[config.mk]
export PLATFORM = sky130hd
export DESIGN_NAME = prog_sequencer
export DESIGN_NICKNAME = d
export VERILOG_FILES = /design/src/rtl/prog_sequencer.sv
export SDC_FILE = /design/constraint.sdc
export NUM_CORES = 1
export LEC_CHECK = 0
export CAP_MARGIN = 10
export CORE_MARGIN = 4
export CORE_UTILIZATION = 45
export CTS_BUF_LIST = sky130_fd_sc_hd__clkbuf_4
export CTS_CLUSTER_DIAMETER = 200
export DETAILED_ROUTE_END_ITERATION = 12
export PLACE_DENSITY = 0.75
export RECOVER_POWER = 50
export SYNTH_ARGS = -nofsm -noshare
export SYNTH_HDL_FRONTEND = slang
export SYNTH_SLANG_ARGS = --single-unit
[constraint.sdc]
create_clock -name CLK -period 1.8 [get_ports CLK]
set_input_delay 0.54 -clock CLK [delete_from_list [all_inputs] [get_ports CLK]]
set_output_delay 0.54 -clock CLK [all_outputs]
set_load 0.02 [all_outputs]
[src/rtl/prog_sequencer.sv]
// ---------------------------------------------------------------------------
// prog_sequencer
//   Runs up to three programs on a core, one per Start/Ack handshake.
//   Each handshake loads the start PC of the next program, lets the core run
//   until it halts or a cycle budget expires, then reports the result.
//
// Ports
//   CLK        : clock, all state updates on its rising edge
//   Reset      : synchronous, active-high reset
//   Start      : request to run the next program (4-phase with Ack)
//   Done       : core has executed its halt instruction
//   DivZero    : divide-by-zero seen by the exception checker
//   ProgState  : 00 idle, 01/10/11 = program 1/2/3 active
//   PCInit     : start PC to load into the core
//   LoadPC     : one-cycle strobe that loads PCInit into the PC
//   CoreEnable : core may fetch and execute
//   Ack        : program finished, results valid
//   ErrCode    : bit0 = divide-by-zero seen, bit1 = timeout
//   CycleCount : RUN cycles of the current or last program
//   dbg_state  : current FSM state (00 IDLE, 01 LOAD, 10 RUN, 11 ACK)
//
// Handshake: Start is raised to request a program; Ack rises once the
// program has finished and stays high until Start is dropped; the block
// returns to IDLE on the edge where it sees Start low while in ACK.
//
// Every output comes straight from a flop. The always_comb block computes
// the next value of every register; the always_ff blocks only load them.
// ---------------------------------------------------------------------------
module prog_sequencer #(
  parameter logic [9:0]  PROG1_START = 10'd0,
  parameter logic [9:0]  PROG2_START = 10'd96,
  parameter logic [9:0]  PROG3_START = 10'd224,
  parameter logic [15:0] TIMEOUT     = 16'd4000
) (
  input  logic        CLK,
  input  logic        Reset,
  input  logic        Start,
  input  logic        Done,
  input  logic        DivZero,
  output logic [1:0]  ProgState,
  output logic [9:0]  PCInit,
  output logic        LoadPC,
  output logic        CoreEnable,
  output logic        Ack,
  output logic [1:0]  ErrCode,
  output logic [15:0] CycleCount,
  output logic [1:0]  dbg_state
);

  typedef enum logic [1:0] {
    S_IDLE = 2'd0,
    S_LOAD = 2'd1,
    S_RUN  = 2'd2,
    S_ACK  = 2'd3
  } state_t;

  // Count value on which the last permitted RUN cycle executes.
  localparam logic [15:0] CNT_LAST = TIMEOUT - 16'd1;
  localparam logic [15:0] CNT_MAX  = 16'hFFFF;

  state_t      state, state_nx;
  logic [1:0]  idx, idx_nx;          // next program to run, 1..3
  logic [1:0]  prog_nx;
  logic [9:0]  pc_nx;
  logic        load_nx;
  logic        en_nx;
  logic        ack_nx;
  logic [1:0]  err_nx;
  logic [15:0] cnt_nx;
  logic [9:0]  start_pc;

  always_comb begin
    case (idx)
      2'd2:    start_pc = PROG2_START;
      2'd3:    start_pc = PROG3_START;
      default: start_pc = PROG1_START;
    endcase
  end

  // Next-state and next-output logic. Defaults hold the data registers and
  // drop the strobes, so each state only states what changes.
  always_comb begin
    state_nx = state;
    idx_nx   = idx;
    prog_nx  = ProgState;
    pc_nx    = PCInit;
    load_nx  = 1'b0;
    en_nx    = 1'b0;
    ack_nx   = 1'b0;
    err_nx   = ErrCode;
    cnt_nx   = CycleCount;

    case (state)
      S_IDLE: begin
        if (Start) begin
          state_nx = S_LOAD;
          prog_nx  = idx;
          pc_nx    = start_pc;
          load_nx  = 1'b1;
          err_nx   = 2'b00;
          cnt_nx   = 16'd0;
        end
      end

      S_LOAD: begin
        state_nx = S_RUN;
        en_nx    = 1'b1;
        err_nx   = 2'b00;
        cnt_nx   = 16'd0;
      end

      S_RUN: begin
        // A divide-by-zero is sticky and is recorded even on the edge that
        // leaves RUN.
        if (DivZero) begin
          err_nx[0] = 1'b1;
        end
        if (Done) begin
          // Halt beats timeout when both land on the same cycle.
          state_nx = S_ACK;
          ack_nx   = 1'b1;
        end else if (CycleCount == CNT_LAST) begin
          state_nx  = S_ACK;
          ack_nx    = 1'b1;
          err_nx[1] = 1'b1;
        end else begin
          en_nx = 1'b1;
          if (CycleCount != CNT_MAX) begin
            cnt_nx = CycleCount + 16'd1;
          end
        end
      end

      S_ACK: begin
        ack_nx = 1'b1;
        if (!Start) begin
          state_nx = S_IDLE;
          ack_nx   = 1'b0;
          prog_nx  = 2'd0;
          idx_nx   = (idx == 2'd3) ? 2'd1 : idx + 2'd1;
        end
      end

      default: begin
        state_nx = S_IDLE;
      end
    endcase
  end

  always_ff @(posedge CLK) begin
    if (Reset) begin
      state <= S_IDLE;
    end else begin
      state <= state_nx;
    end
  end

  always_ff @(posedge CLK) begin
    if (Reset) begin
      idx        <= 2'd1;
      ProgState  <= 2'd0;
      PCInit     <= PROG1_START;
      LoadPC     <= 1'b0;
      CoreEnable <= 1'b0;
      Ack        <= 1'b0;
      ErrCode    <= 2'b00;
      CycleCount <= 16'd0;
    end else begin
      idx        <= idx_nx;
      ProgState  <= prog_nx;
      PCInit     <= pc_nx;
      LoadPC     <= load_nx;
      CoreEnable <= en_nx;
      Ack        <= ack_nx;
      ErrCode    <= err_nx;
      CycleCount <= cnt_nx;
    end
  end

  assign dbg_state = state;

endmodule

Yosys cells after proc, flatten, opt, wreduce, memory -nomap -nowiden
Index checks and enable logic that the tools add are counted.
{"block": "word_totals", "reg_bits": 37, "elab_cells": 66, "out_inout_bits": 35, "in_bits": 5}
{"block": "op_classes", "n_bitwise": 2, "muxes": 26, "eq_ne": 15, "add_sub_neg": 2, "n_reduce_logical": 11}
{"op": "two-way mux 16 bit", "count": 4}
{"op": "one-hot mux 16 bit (3 select lines)", "count": 1}
{"op": "adder 16 x 1 -> 16 bit, second input constant", "count": 1}
{"op": "== test 16 x 12 -> 1 bit, second input constant", "count": 1}
{"op": "!= test 16 bit, second input constant", "count": 1}
{"op": "one-hot mux 8 bit (2 select lines)", "count": 1}
{"op": "two-way mux 2 bit", "count": 7}
{"op": "!= test 2 bit, second input constant", "count": 7}
{"op": "AND reduction 3 bit", "count": 3}
{"op": "== test 2 bit, second input constant", "count": 4}
{"op": "two-way mux 1 bit", "count": 8}
{"op": "one-hot mux 2 bit (4 select lines)", "count": 1}
{"op": "one-hot mux 2 bit (3 select lines)", "count": 1}
{"op": "AND reduction 5 bit", "count": 1}
{"op": "one-hot mux 1 bit (2 select lines)", "count": 2}
{"op": "one-hot mux 2 bit (2 select lines)", "count": 1}
{"op": "AND reduction 2 bit", "count": 2}
{"op": "AND reduction 4 bit", "count": 1}
{"op": "!= test 3 bit, second input constant", "count": 1}
{"op": "nonzero test 3 bit", "count": 1}
{"op": "adder 2 x 1 -> 2 bit, second input constant", "count": 1}
{"op": "== test 2 x 1 -> 1 bit, second input constant", "count": 1}
{"op": "logical NOT 2 bit", "count": 1}
{"op": "NOT 1 bit", "count": 2}
{"op": "other kinds (2)", "count": 2}

Depth between registers and ports, before layout
Gate-level depths: netlist of the first run.
{"block": "logic_depth", "word_depth": 5, "ltp_mapped": 9, "mapped_depth_nobuf": 7}

Least setup slack after synthesis of the first run
No wires, ideal clock.
{"block": "synth_path", "path_type": "register -> register", "startpoint": "register state[0] (netlist: dbg_state[0])", "endpoint": "register CycleCount[3]", "setup_time_ns": 0.074, "t_required_ns": 1.726, "path_stages_with_launch": 9, "setup_slack_ns": -0.374, "period_less_slack_ns": 2.174, "path_buffers": 1, "t_arrival_ns": 2.099, "path_cell_list": "dfxtp_1 > inv_1 > ha_1 > buf_2 > nor2b_1 > nor2_2 > nand2_1 > or4_1 > a31oi_1"}
{"block": "synth_via", "elab_chain_len": 3, "elab_cells_between_ends": 10, "classes_between": "6 x eq/ne; 1 x mux; 3 x reduce/logical"}
{"item": "from (decl)", "line_no": "61", "text": "state_t state, state_nx;"}
{"item": "from (signal assigned)", "line_no": "154", "text": "state <= state_nx;"}
{"item": "== test 2 bit (tied with other cells)", "line_no": "93", "text": "case (state)"}
{"item": "!= test 2 bit (no line) / nonzero test 3 bit (equally long branches)"}
{"item": "AND reduction 5 bit (no line)"}
{"item": "to (signal assigned)", "line_no": "176", "text": "CycleCount <= cnt_nx;"}
{"item": "to (decl)", "line_no": "46", "text": "output logic [15:0] CycleCount,"}
Several ways; a longest one is shown, not always the timed one.
A chain may end at the register's enable or synchronous reset.

Worst setup path in the final report of the first run
{"block": "layout_path", "startpoint": "register state[1] (netlist: dbg_state[1])", "endpoint": "register CycleCount[15]"}
The elaborated chain is that of the path after synthesis.

==> out/summary.json, run 1 <==
{
  "final-hold-violation-count": {"value": 0},
  "met2WireLength": {"value": 2333, "unit": "um"},
  "insertion_delay": {"value": 0.34, "unit": "ns"},
  "worstHoldPathType": {"value": "flip-flop to flip-flop"},
  "remaining_routing_drc_violations": {"value": 0},
  "drt_iter0_drc": {"value": 99},
  "cts.htree.levels": {"value": 2},
  "synthFlopType": {"value": "sky130_fd_sc_hd__dfxtp_1"},
  "p_switching": {"value": 0.0008133, "unit": "W"},
  "report.final.setup_viol": {"value": 1},
  "yosysWarnings": {"value": 0},
  "grt_start_max_net_pins": {"value": 16},
  "finalWorstPathRequiredPeriod": {"value": 1.809, "unit": "ns"},
  "final_critical_path_setup_slack": {"value": -0.008735, "unit": "ns"},
  "synth.largest_area_cell": {"value": "sky130_fd_sc_hd__dfxtp_1"},
  "share_of_the_synthesized_area_in_the_top_cell_type": {"value": 0.3242},
  "ys_async_sr_fraction": {"value": 0},
  "dpl_worst_slack": {"value": -0.3932, "unit": "ns"},
  "internal_power": {"value": 0.001252, "unit": "W"},
  "synth_sequential_area_ratio": {"value": 0.3242},
  "fp.coreArea": {"value": 3744, "unit": "um^2"},
  "grt_resource_usage_total": {"value": 0.1917},
  "post_synth_mux_area_share": {"value": 0.01817},
  "rsz0062_at_grt": {"value": "true"},
  "cts_root_buffer": {"value": "sky130_fd_sc_hd__clkbuf_4"},
  "die_width": {"value": 71.08, "unit": "um"},
  "clkPwrFrac": {"value": 0.192},
  "synth_compound_gate_area_share": {"value": 0.2027},
  "initial_core_util": {"value": 0.4783},
  "rows": {"value": 22},
  "run_status": {"value": "complete, but fails checks"},
  "postRouteWirelength": {"value": 4919, "unit": "um"},
  "clk_pin_slew": {"value": 0.10, "unit": "ns"},
  "failed_checks": {"value": "setup timing"},
  "totalNegativeSetupSlack": {"value": -0.008735, "unit": "ns"},
  "met1Wirelength": {"value": 2220, "unit": "um"},
  "synth_top_family_by_area": {"value": "simple AND/OR/NAND/NOR gates"},
  "postLayoutCellArea": {"value": 2611, "unit": "um^2"},
  "io-pin-count": {"value": 40},
  "synthSimpleGateAreaFrac": {"value": 0.2949},
  "detailed_place_hpwl": {"value": 3606, "unit": "um"},
  "area_growth": {"value": 45.84, "unit": "%"},
  "drtPass1Iterations": {"value": 4},
  "share_seq_of_total_power": {"value": 0.376},
  "global_route.overflow_total": {"value": 0},
  "worst-endpoint-required": {"value": 2.06, "unit": "ns"},
  "skew": {"value": 0.005710, "unit": "ns"},
  "place_inst": {"value": 334},
  "power.combinational.fraction": {"value": 0.432},
  "cts_tree": {"value": "built"},
  "first_pass_grt_wire_length": {"value": 7803, "unit": "um"},
  "finalNetCount": {"value": 310},
  "synth_seq_cells": {"value": 29},
  "number_of_different_library_cells_in_the_post_synthesis_netlist": {"value": 51},
  "yosys.area_share.adder": {"value": 0.06988},
  "synthTopCellsByArea": {"value": "sky130_fd_sc_hd__dfxtp_1, sky130_fd_sc_hd__ha_1, sky130_fd_sc_hd__nand2_1, sky130_fd_sc_hd__a21oi_1, sky130_fd_sc_hd__buf_4"},
  "route.top_layer_used": {"value": "met4"},
  "finalWeightedCongestion": {"value": 0.8887},
  "ant_nets": {"value": 0},
  "max-slew-margin-rel": {"value": 0.6503},
  "power_density": {"value": 790.9, "unit": "nW/um^2"},
  "instances_no_fill": {"value": 344},
  "layout-drive-gt1-share": {"value": 0.3142},
  "viasPerCell": {"value": 5.512},
  "cts.sink_count": {"value": 29},
  "crit_path_start_kind": {"value": "flip-flop"},
  "die_y": {"value": 71.08, "unit": "um"},
  "post_dp_cell_area": {"value": 2500, "unit": "um^2"},
  "n_antenna_cell": {"value": 0},
  "netlist_area": {"value": 1790, "unit": "um^2"},
  "dieArea": {"value": 5052, "unit": "um^2"},
  "routedWlPerCell": {"value": 14.30, "unit": "um"},
  "io_buffer_count": {"value": 32},
  "worst-path-max-fanout": {"value": 6},
  "finalMaxSlewViolations": {"value": 0},
  "cts-root-to-sink-buffers": {"value": 2},
  "arrival": {"value": 2.07, "unit": "ns"},
  "timing_worst_setup_path_type": {"value": "flip-flop to flip-flop"},
  "total_leakage_power": {"value": 1.168, "unit": "nW"},
  "vias": {"value": 1896},
  "netSwitchingFraction": {"value": 0.3938},
  "synth-edff-count": {"value": 0},
  "synth.avg_cell_area": {"value": 8.138, "unit": "um^2"},
  "critical_path.endpoint_type": {"value": "flip-flop"},
  "met3_wirelength": {"value": 273, "unit": "um"},
  "grt_pass1_vias": {"value": 1676},
  "yosys.area_share.xor_xnor": {"value": 0},
  "final_min_period_over_clock_period": {"value": 1.005},
  "cts_buffers": {"value": 5},
  "irDropWorstVdd": {"value": 0.0004666, "unit": "V"},
  "drv.max_cap_violation_count": {"value": 0},
  "fmax": {"value": 552.9, "unit": "MHz"},
  "worstMarginPinSlew": {"value": 0.5245, "unit": "ns"},
  "netlist_instances": {"value": 220},
  "antenna_violations_before_repair": {"value": 0},
  "postLayoutCoreUtil": {"value": 0.6975}
}
layer usage:
layer,vias to the layer above,track usage
li1,942,-
met1,881,0.2534
met2,65,0.3048
met3,8,0.03835
met4,0,0.07724
met5,-,0
logic make-up (layout without fill, tap and decap cells):
family | after synthesis | count (layout)
AND/OR/NAND/NOR | 97 | 97
AO/OA/AOI/OAI | 51 | 51
flip-flops | 29 | 29
buffers and inverters | 29 | 99
adder cells (fa/ha/maj) | 10 | 10
multiplexers | 3 | 3
other | 1 | 7
synth_stat cells (5+ instances only):
library cell / n
sky130_fd_sc_hd__nor3_1: 10
sky130_fd_sc_hd__a31oi_1: 7
sky130_fd_sc_hd__o211ai_1: 6
sky130_fd_sc_hd__or4_1: 5
sky130_fd_sc_hd__nand3_1: 10
sky130_fd_sc_hd__dfxtp_1: 29
sky130_fd_sc_hd__inv_1: 10
sky130_fd_sc_hd__buf_4: 8
sky130_fd_sc_hd__or3_1: 9
sky130_fd_sc_hd__a21oi_1: 15
sky130_fd_sc_hd__nor2_1: 16
sky130_fd_sc_hd__ha_1: 10
sky130_fd_sc_hd__nand2_1: 22
power groups by stage:
stage | registers, W | logic [W] | clock network (W)
2_1_floorplan | 0.000866 | 0.000464 | 0
3_3_place_gp | 0.000792 | 0.000867 | 0
3_5_place_dp | 0.000795 | 0.000875 | 0
4_1_cts | 0.000778 | 0.000842 | 0.000411
5_1_grt | 0.000789 | 0.000962 | 0.000435
6_report | 0.000777 | 0.000891 | 0.000397
final timing paths:
kind / startpoint / to / slack [ns] / depth (start not counted)
setup / recovery: dbg_state[1] / CycleCount[15] / -0.009 / 7
hold / removal: PCInit[7] / PCInit[7] / 0.46 / 2
setup reg to reg: dbg_state[1] / CycleCount[15] / -0.009 / 7
hold reg to reg: PCInit[7] / PCInit[7] / 0.46 / 2
cells in the final DEF (no fill, tap or decap), types with 5 or more instances in the layout:
cell type / count
sky130_fd_sc_hd__or4_1: 5
sky130_fd_sc_hd__dfxtp_1: 19
sky130_fd_sc_hd__a21oi_1: 14
sky130_fd_sc_hd__or3_1: 8
sky130_fd_sc_hd__nor3_1: 9
sky130_fd_sc_hd__dfxtp_2: 6
sky130_fd_sc_hd__nand3_1: 10
sky130_fd_sc_hd__o21ai_1: 5
sky130_fd_sc_hd__nand2_1: 21
sky130_fd_sc_hd__nor2_1: 16
sky130_fd_sc_hd__dlygate4sd2_1: 29
sky130_fd_sc_hd__o211ai_1: 6
sky130_fd_sc_hd__clkbuf_4: 5
sky130_fd_sc_hd__ha_1: 7
sky130_fd_sc_hd__inv_1: 8
sky130_fd_sc_hd__a31oi_1: 7
sky130_fd_sc_hd__conb_1: 7
sky130_fd_sc_hd__buf_4: 43
cell type report:
type,count,area [um^2]
Multi-Input combinational cell,168,1196
Fill cell,320,1132
Timing Repair Buffer,81,654.4
Sequential cell,29,603.1
Tap cell,48,60.06
Inverter,10,42.54
Clock buffer,5,37.54
Clock inverter,3,17.52
sequential cells by signal (all words and copies together), names as in the netlist:
name        count
idx             2
dbg_state       2
ErrCode         2
LoadPC          1
PCInit          2
CycleCount     16
CoreEnable      1
Ack             1
ProgState       2
critical path, stage by stage, from the launching register on:
cell and delay (ns):
sky130_fd_sc_hd__dfxtp_4 0.41, sky130_fd_sc_hd__inv_4 0.05, sky130_fd_sc_hd__ha_4 0.15, sky130_fd_sc_hd__nor2b_4 0.13
sky130_fd_sc_hd__or2_4 0.27, sky130_fd_sc_hd__or3_1 0.30, sky130_fd_sc_hd__mux2_4 0.27, sky130_fd_sc_hd__a21oi_1 0.16
what timing repair did:
action	4_1_cts	5_1_grt
endpoints found under the setup margin	37	18
setup buffers	1	1
hold buffers	0	0
resized for setup	34	24
cloned	0	0
pin swaps	1	7
stage by stage:
step / power (W) / hold slack [ns]
2_1_floorplan: 0.001330 / 0.4951
3_3_place_gp: 0.001658 / 0.4439
3_5_place_dp: 0.001670 / 0.4562
4_1_cts: 0.002030 / 0.4689
5_1_grt: 0.002186 / 0.4944
6_report: 0.002065 / 0.4600
No activity file was read; power rests on OpenSTA's default activity.
==> inputs of run 2 (changes only) <==
--- a/config.mk
+++ b/config.mk
@@ -8,11 +8,12 @@
 export CAP_MARGIN = 10
 export CORE_MARGIN = 4
 export CORE_UTILIZATION = 45
-export CTS_BUF_LIST = sky130_fd_sc_hd__clkbuf_4
+export CTS_BUF_LIST = sky130_fd_sc_hd__clkbuf_8
 export CTS_CLUSTER_DIAMETER = 200
 export DETAILED_ROUTE_END_ITERATION = 12
 export PLACE_DENSITY = 0.75
 export RECOVER_POWER = 50
+export SLEW_MARGIN = 40
 export SYNTH_ARGS = -nofsm -noshare
 export SYNTH_HDL_FRONTEND = slang
 export SYNTH_SLANG_ARGS = --single-unit
==> run 2 against run 1 <==
- sequential share of layout area shrank 0.21 points
- utilization increased by 0.20 points
- critical path type unchanged
- the run now ends clean
- combinational power about the same
- routed wire length rose by 0.22%
- critical path depth stayed put
==> out/summary.json, run 2 (synthesis gave the netlist of run 1 again) <==
{
  "final_critical_path_setup_slack": {"value": 0.01512, "unit": "ns"},
  "hold_slack": {"value": 0.4581, "unit": "ns"},
  "crit_path_start": {"value": "CycleCount[1]"},
  "finalWeightedCongestion": {"value": 0.8887},
  "routedWlPerCell": {"value": 14.33, "unit": "um"},
  "grt_resource_usage_total": {"value": 0.1961},
  "min_path_cells": {"value": 2},
  "ant_nets": {"value": 0},
  "cts_root_buffer": {"value": "sky130_fd_sc_hd__clkbuf_8"},
  "grt_pass1_vias": {"value": 1701},
  "irDropWorstVdd": {"value": 0.0004869, "unit": "V"},
  "finalMaxSlewViolations": {"value": 0},
  "most_frequent_cells_in_the_layout": {"value": "sky130_fd_sc_hd__buf_4, sky130_fd_sc_hd__dfxtp_1, sky130_fd_sc_hd__dlygate4sd2_1"},
  "post_dp_cell_area": {"value": 2500, "unit": "um^2"},
  "hold_path.startpoint": {"value": "PCInit[7]"},
  "internal_power": {"value": 0.001375, "unit": "W"},
  "die_width": {"value": 71.08, "unit": "um"},
  "total_leakage_power": {"value": 1.119, "unit": "nW"},
  "die_y": {"value": 71.08, "unit": "um"},
  "viasPerCell": {"value": 5.462},
  "worst-endpoint-required": {"value": 1.98, "unit": "ns"},
  "r2r_start": {"value": "CycleCount[1]"},
  "io-pin-count": {"value": 40},
  "n_antenna_cell": {"value": 0},
  "critical_path.endpoint_type": {"value": "flip-flop"},
  "cts.sink_count": {"value": 29},
  "cts-root-to-sink-buffers": {"value": 2},
  "fp.coreArea": {"value": 3744, "unit": "um^2"},
  "drt_iter0_drc": {"value": 87},
  "run_status": {"value": "finished, final reports clean"},
  "finalNetCount": {"value": 310},
  "report.final.setup_viol": {"value": 0},
  "ff2ff_path_depth": {"value": 7},
  "clk_pin_slew": {"value": 0.07, "unit": "ns"},
  "vias": {"value": 1879},
  "detailed_place_hpwl": {"value": 3606, "unit": "um"},
  "dieArea": {"value": 5052, "unit": "um^2"},
  "crit_path_start_kind": {"value": "flip-flop"},
  "skew": {"value": 0.003555, "unit": "ns"},
  "rows": {"value": 22},
  "cts_tree": {"value": "built"},
  "global_route.overflow_total": {"value": 0},
  "io_buffer_count": {"value": 32},
  "netSwitchingFraction": {"value": 0.3761},
  "layout-drive-gt1-share": {"value": 0.3007},
  "area_growth": {"value": 46.26, "unit": "%"},
  "postLayoutCoreUtil": {"value": 0.6995},
  "cts.htree.levels": {"value": 2},
  "power_density": {"value": 841.7, "unit": "nW/um^2"},
  "grt_start_max_net_pins": {"value": 16},
  "remaining_routing_drc_violations": {"value": 0},
  "share_seq_of_total_power": {"value": 0.353},
  "postLayoutCellArea": {"value": 2619, "unit": "um^2"},
  "final-hold-violation-count": {"value": 0},
  "timing_worst_setup_path_type": {"value": "flip-flop to flip-flop"},
  "fmax": {"value": 560.3, "unit": "MHz"},
  "final_min_period_over_clock_period": {"value": 0.9916},
  "largest-register": {"value": "CycleCount"},
  "rsz0062_at_grt": {"value": "true"},
  "arrival": {"value": 1.96, "unit": "ns"},
  "worst-path-max-fanout": {"value": 5},
  "drtPass1Iterations": {"value": 4},
  "finalWorstPathRequiredPeriod": {"value": 1.785, "unit": "ns"},
  "dpl_worst_slack": {"value": -0.3932, "unit": "ns"},
  "most_common_cell_after_layout_fill_and_taps_aside": {"value": "sky130_fd_sc_hd__buf_4"},
  "drv.max_cap_violation_count": {"value": 0},
  "p_switching": {"value": 0.0008290, "unit": "W"},
  "clkPwrFrac": {"value": 0.244},
  "fillerInstances": {"value": 327},
  "initial_core_util": {"value": 0.4783},
  "cts_buffers": {"value": 5},
  "power.combinational.fraction": {"value": 0.403},
  "layout.area.seq": {"value": 599.3, "unit": "um^2"},
  "worstHoldPathType": {"value": "flip-flop to flip-flop"},
  "postRouteWirelength": {"value": 4930, "unit": "um"},
  "insertion_delay": {"value": 0.29, "unit": "ns"},
  "first_pass_grt_wire_length": {"value": 7928, "unit": "um"},
  "multi_input_comb_area": {"value": 1202, "unit": "um^2"},
  "largest_register_ffs": {"value": 16},
  "antenna_violations_before_repair": {"value": 0}
}
run 2: power groups by stage:
| stage | sequential [W] | combinational, W | clock (W) |
|---|---|---|---|
| after floorplan | 0.000866 | 0.000464 | 0 |
| after global placement | 0.000792 | 0.000867 | 0 |
| after detailed placement | 0.000795 | 0.000875 | 0 |
| after CTS | 0.000780 | 0.000868 | 0.000544 |
| after global routing | 0.000790 | 0.000965 | 0.000576 |
| final | 0.000778 | 0.000888 | 0.000538 |
run 2: final cells by class:
cell class | instances | area share
Inverter | 10 | 0.01624
Clock inverter | 3 | 0.006689
Timing Repair Buffer | 81 | 0.2398
Clock buffer | 5 | 0.02628
Multi-Input combinational cell | 168 | 0.4591
Sequential cell | 29 | 0.2289
Tap cell | 48 | 0.02293
run 2: final timing paths:
check / end / slack [ns]
setup reg to reg: CycleCount[7] / 0.02
hold reg to reg: PCInit[7] / 0.46
hold / removal: PCInit[7] / 0.46
setup / recovery: CycleCount[7] / 0.02
run 2: worst max-delay path, stage by stage (launching register included):
cell and delay (ns):
sky130_fd_sc_hd__dfxtp_4 0.36, sky130_fd_sc_hd__ha_4 0.13, sky130_fd_sc_hd__nand4_1 0.11, sky130_fd_sc_hd__or3_4 0.45, sky130_fd_sc_hd__o2111ai_4 0.24, sky130_fd_sc_hd__buf_6 0.14, sky130_fd_sc_hd__nor2_2 0.04, sky130_fd_sc_hd__a211o_1 0.21
run 2: timing repair:
action | CTS | global route
setup endpoints to repair | 30 | 17
resized for setup | 26 | 22
pin swaps | 1 | 14
hold buffers | 0 | 0
buffers inserted | 1 | 1
run 2: per-layer routing:
layer	routed length [um]	global-route usage	up-vias
li1	-	-	943
met1	2219	0.2569	873
met2	2324	0.3069	52
met3	273	0.04261	11
met4	113	0.08977	0
met5	0	0	-
run 2: per-stage QoR:
step / setup TNS, ns / total power [W] / cells
floorplan: -0.1059 / 0.001330 / 226
global placement: -5.794 / 0.001658 / 334
detailed placement: -5.925 / 0.001670 / 334
CTS: 0 / 0.002191 / 343
global route: -0.2555 / 0.002331 / 344
finish: 0 / 0.002204 / 344
==> inputs of run 3 (changes only) <==
--- a/config.mk
+++ b/config.mk
@@ -5,14 +5,16 @@
 export SDC_FILE = /design/constraint.sdc
 export NUM_CORES = 1
 export LEC_CHECK = 0
+export ABC_AREA = 1
 export CAP_MARGIN = 10
 export CORE_MARGIN = 4
 export CORE_UTILIZATION = 45
 export CTS_BUF_LIST = sky130_fd_sc_hd__clkbuf_8
 export CTS_CLUSTER_DIAMETER = 200
 export DETAILED_ROUTE_END_ITERATION = 12
-export PLACE_DENSITY = 0.75
+export PLACE_DENSITY = 0.74
 export RECOVER_POWER = 50
+export SKIP_CTS_REPAIR_TIMING = 1
 export SLEW_MARGIN = 40
 export SYNTH_ARGS = -nofsm -noshare
 export SYNTH_HDL_FRONTEND = slang
==> run 3 against run 2 <==
- setup slack improved by 0.034 ns
- critical path type is now flip-flop to output port
- routed wire length shrank 5.7%
- count of clock-buffer cells in the layout unchanged
- via count grew 2.1%
- power is 21% higher
- combinational power rose by 49%
- critical path depth is 6 lower
- worst hold slack lost 0.0072 ns
- non-clock buffer count decreased by 24
- cell count increased by 12%
- sequential cell count did not move
- sequential power up 6.4%
==> out/summary.json, run 3 <==
{
  "worst_path_dominant_cell_family": {"value": "buffers and inverters"},
  "clk_pin_slew": {"value": 0.06, "unit": "ns"},
  "finalWorstPathRequiredPeriod": {"value": 1.750, "unit": "ns"},
  "timing_worst_setup_path_type": {"value": "flip-flop to output port"},
  "remaining_routing_drc_violations": {"value": 0},
  "netlist_area": {"value": 1931, "unit": "um^2"},
  "skew": {"value": 0.002850, "unit": "ns"},
  "worstHoldPathType": {"value": "flip-flop to flip-flop"},
  "power_density": {"value": 1111, "unit": "nW/um^2"},
  "cts_root_buffer": {"value": "sky130_fd_sc_hd__clkbuf_8"},
  "grt_start_max_net_pins": {"value": 18},
  "first_pass_grt_wire_length": {"value": 7659, "unit": "um"},
  "postRouteWirelength": {"value": 4647, "unit": "um"},
  "final_min_period_over_clock_period": {"value": 0.9725},
  "dieArea": {"value": 5402, "unit": "um^2"},
  "initial_core_util": {"value": 0.4724},
  "run_status": {"value": "finished, final reports clean"},
  "leading_cell_type_by_number_of_instances_after_synthesis": {"value": "sky130_fd_sc_hd__nand2_1"},
  "report.final.setup_viol": {"value": 0},
  "cp.depth": {"value": 1},
  "die_width": {"value": 73.50, "unit": "um"},
  "synth_seq_cells": {"value": 29},
  "ant_nets": {"value": 0},
  "drv.max_cap_violation_count": {"value": 0},
  "postLayoutCellArea": {"value": 2391, "unit": "um^2"},
  "synthTopCellsByArea": {"value": "sky130_fd_sc_hd__dfxtp_1, sky130_fd_sc_hd__nand2_1, sky130_fd_sc_hd__nand3_1, sky130_fd_sc_hd__nor2_1, sky130_fd_sc_hd__ha_1"},
  "rsz0062_at_grt": {"value": "false"},
  "fp.coreArea": {"value": 4086, "unit": "um^2"},
  "arrival": {"value": 1.21, "unit": "ns"},
  "routedWlPerCell": {"value": 12.04, "unit": "um"},
  "crit_path_top_delay_cell": {"value": "sky130_fd_sc_hd__clkdlybuf4s50_1"},
  "finalMaxSlewViolations": {"value": 0},
  "grt_pass1_vias": {"value": 1760},
  "final-hold-violation-count": {"value": 0},
  "cts-root-to-sink-buffers": {"value": 2},
  "largest_register_ffs": {"value": 16},
  "drt_iter0_drc": {"value": 148},
  "die_y": {"value": 73.50, "unit": "um"},
  "critical_path.endpoint_type": {"value": "output port"},
  "worst-endpoint-required": {"value": 1.26, "unit": "ns"},
  "place_inst": {"value": 377},
  "io_buffer_count": {"value": 32},
  "share_of_the_synthesized_area_in_the_top_cell_type": {"value": 0.3007},
  "irDropWorstVdd": {"value": 0.0006759, "unit": "V"},
  "ff2ff_path_depth": {"value": 8},
  "rows": {"value": 23},
  "number_of_different_library_cells_in_the_post_synthesis_netlist": {"value": 31},
  "total_leakage_power": {"value": 1.003, "unit": "nW"},
  "most_frequent_cells_in_the_layout": {"value": "sky130_fd_sc_hd__nand2_1, sky130_fd_sc_hd__nor2_1, sky130_fd_sc_hd__nand3_1"},
  "cts_buffers": {"value": 5},
  "io-pin-count": {"value": 40},
  "instances_no_fill": {"value": 386},
  "insertion_delay": {"value": 0.28, "unit": "ns"},
  "yosys-top-cells-count": {"value": "sky130_fd_sc_hd__nand2_1, sky130_fd_sc_hd__nor2_1, sky130_fd_sc_hd__nand3_1"},
  "timing.critical_path.cells": {"value": "clkdlybuf4s50_1"},
  "netlist_instances": {"value": 280},
  "synthFlopType": {"value": "sky130_fd_sc_hd__dfxtp_1"},
  "global_route.overflow_total": {"value": 0},
  "worst-path-max-fanout": {"value": 2},
  "cts.htree.levels": {"value": 2},
  "drtPass1Iterations": {"value": 4},
  "synth.largest_area_cell": {"value": "sky130_fd_sc_hd__dfxtp_1"},
  "timing.critical_path.buf_inv": {"value": 1},
  "cts.sink_count": {"value": 29},
  "area_growth": {"value": 23.85, "unit": "%"},
  "detailed_place_hpwl": {"value": 3508, "unit": "um"},
  "min_path_cells": {"value": 2},
  "timing.critical_path.slowest_cell_delay": {"value": 0.60, "unit": "ns"},
  "synth.avg_cell_area": {"value": 6.895, "unit": "um^2"},
  "yosysWarnings": {"value": 0},
  "synth_sequential_area_ratio": {"value": 0.3007},
  "most_common_cell_after_layout_fill_and_taps_aside": {"value": "sky130_fd_sc_hd__nand2_1"},
  "synth-edff-count": {"value": 0},
  "crit_path_start_kind": {"value": "flip-flop"},
  "post_dp_cell_area": {"value": 2404, "unit": "um^2"},
  "fmax": {"value": 571.3, "unit": "MHz"},
  "vias": {"value": 1918},
  "layout-drive-gt1-share": {"value": 0.1815},
  "ys_async_sr_fraction": {"value": 0},
  "grt_resource_usage_total": {"value": 0.1842},
  "finalNetCount": {"value": 350},
  "n_antenna_cell": {"value": 0},
  "viasPerCell": {"value": 4.969},
  "antenna_violations_before_repair": {"value": 0},
  "largest-register": {"value": "CycleCount"},
  "cts_tree": {"value": "built"},
  "finalWeightedCongestion": {"value": 0.9179}
}
## run 3: power by group
part           internal [W]  switching (W)  leakage [nW]
Combinational      0.000453       0.000864         0.717
Clock              0.000261       0.000249        0.0491
Sequential         0.000746      0.0000825         0.237
## run 3: per-stage QoR
step	util	hold WS [ns]	TNS (ns)	setup slack [ns]	power, W
2_1_floorplan	-	0.5026	0	0.01481	0.001759
3_3_place_gp	0.5882	0.4380	-1.655	-0.1229	0.002169
3_5_place_dp	0.5882	0.4464	-2.291	-0.1559	0.002203
4_1_cts	0.6084	0.4562	-0.5621	-0.1007	0.002722
5_1_grt	0.5851	0.4793	0	0.002583	0.002844
6_report	0.5851	0.4508	0	0.04956	0.002656
## run 3: layout make-up
type                    count  area (um^2)
flip-flops and latches     29        584.3
multi-input cells         212         1166
clock inverters             3        13.76
clock buffers               5        68.82
inverters                  30        112.6
well taps                  50        62.56
fillers                   424         1695
repair buffers             57        382.9
## run 3: path summary, 6_finish.rpt
kind                  from       endpoint  slack [ns]
max          CycleCount[5]  CycleCount[5]        0.05
max reg2reg  CycleCount[1]  CycleCount[8]        0.17
min             ErrCode[1]     ErrCode[1]        0.45
min reg2reg     ErrCode[1]     ErrCode[1]        0.45
## run 3: routing by layer
metal  up-vias  part of all wire  wire (um)  track usage
li1        991                 -          -            -
met1       850              0.43       1989       0.2339
met2        70              0.47       2207       0.2913
met3         7             0.079        366      0.05198
met4         0             0.018         84      0.07646
met5         -                 0          0            0
## run 3: cells by family after synthesis
group,share of synthesized area
AOI/OAI and AO/OA,0.09656
buffers and inverters,0.1167
other,0.001942
adders and majority gates,0.06481
and+or+nand+nor,0.4148
DFF,0.3007
xor gates and xnor gates,0.004537
## run 3: worst reg2reg max path, stage by stage (launching register included)
cell,delay (ns)
sky130_fd_sc_hd__dfxtp_2,0.37
sky130_fd_sc_hd__ha_2,0.21
sky130_fd_sc_hd__nand2_2,0.10
sky130_fd_sc_hd__nor2_8,0.21
sky130_fd_sc_hd__nand4_4,0.15
sky130_fd_sc_hd__nand3_4,0.14
sky130_fd_sc_hd__buf_4,0.16
sky130_fd_sc_hd__nand3_1,0.07
sky130_fd_sc_hd__a21oi_1,0.15
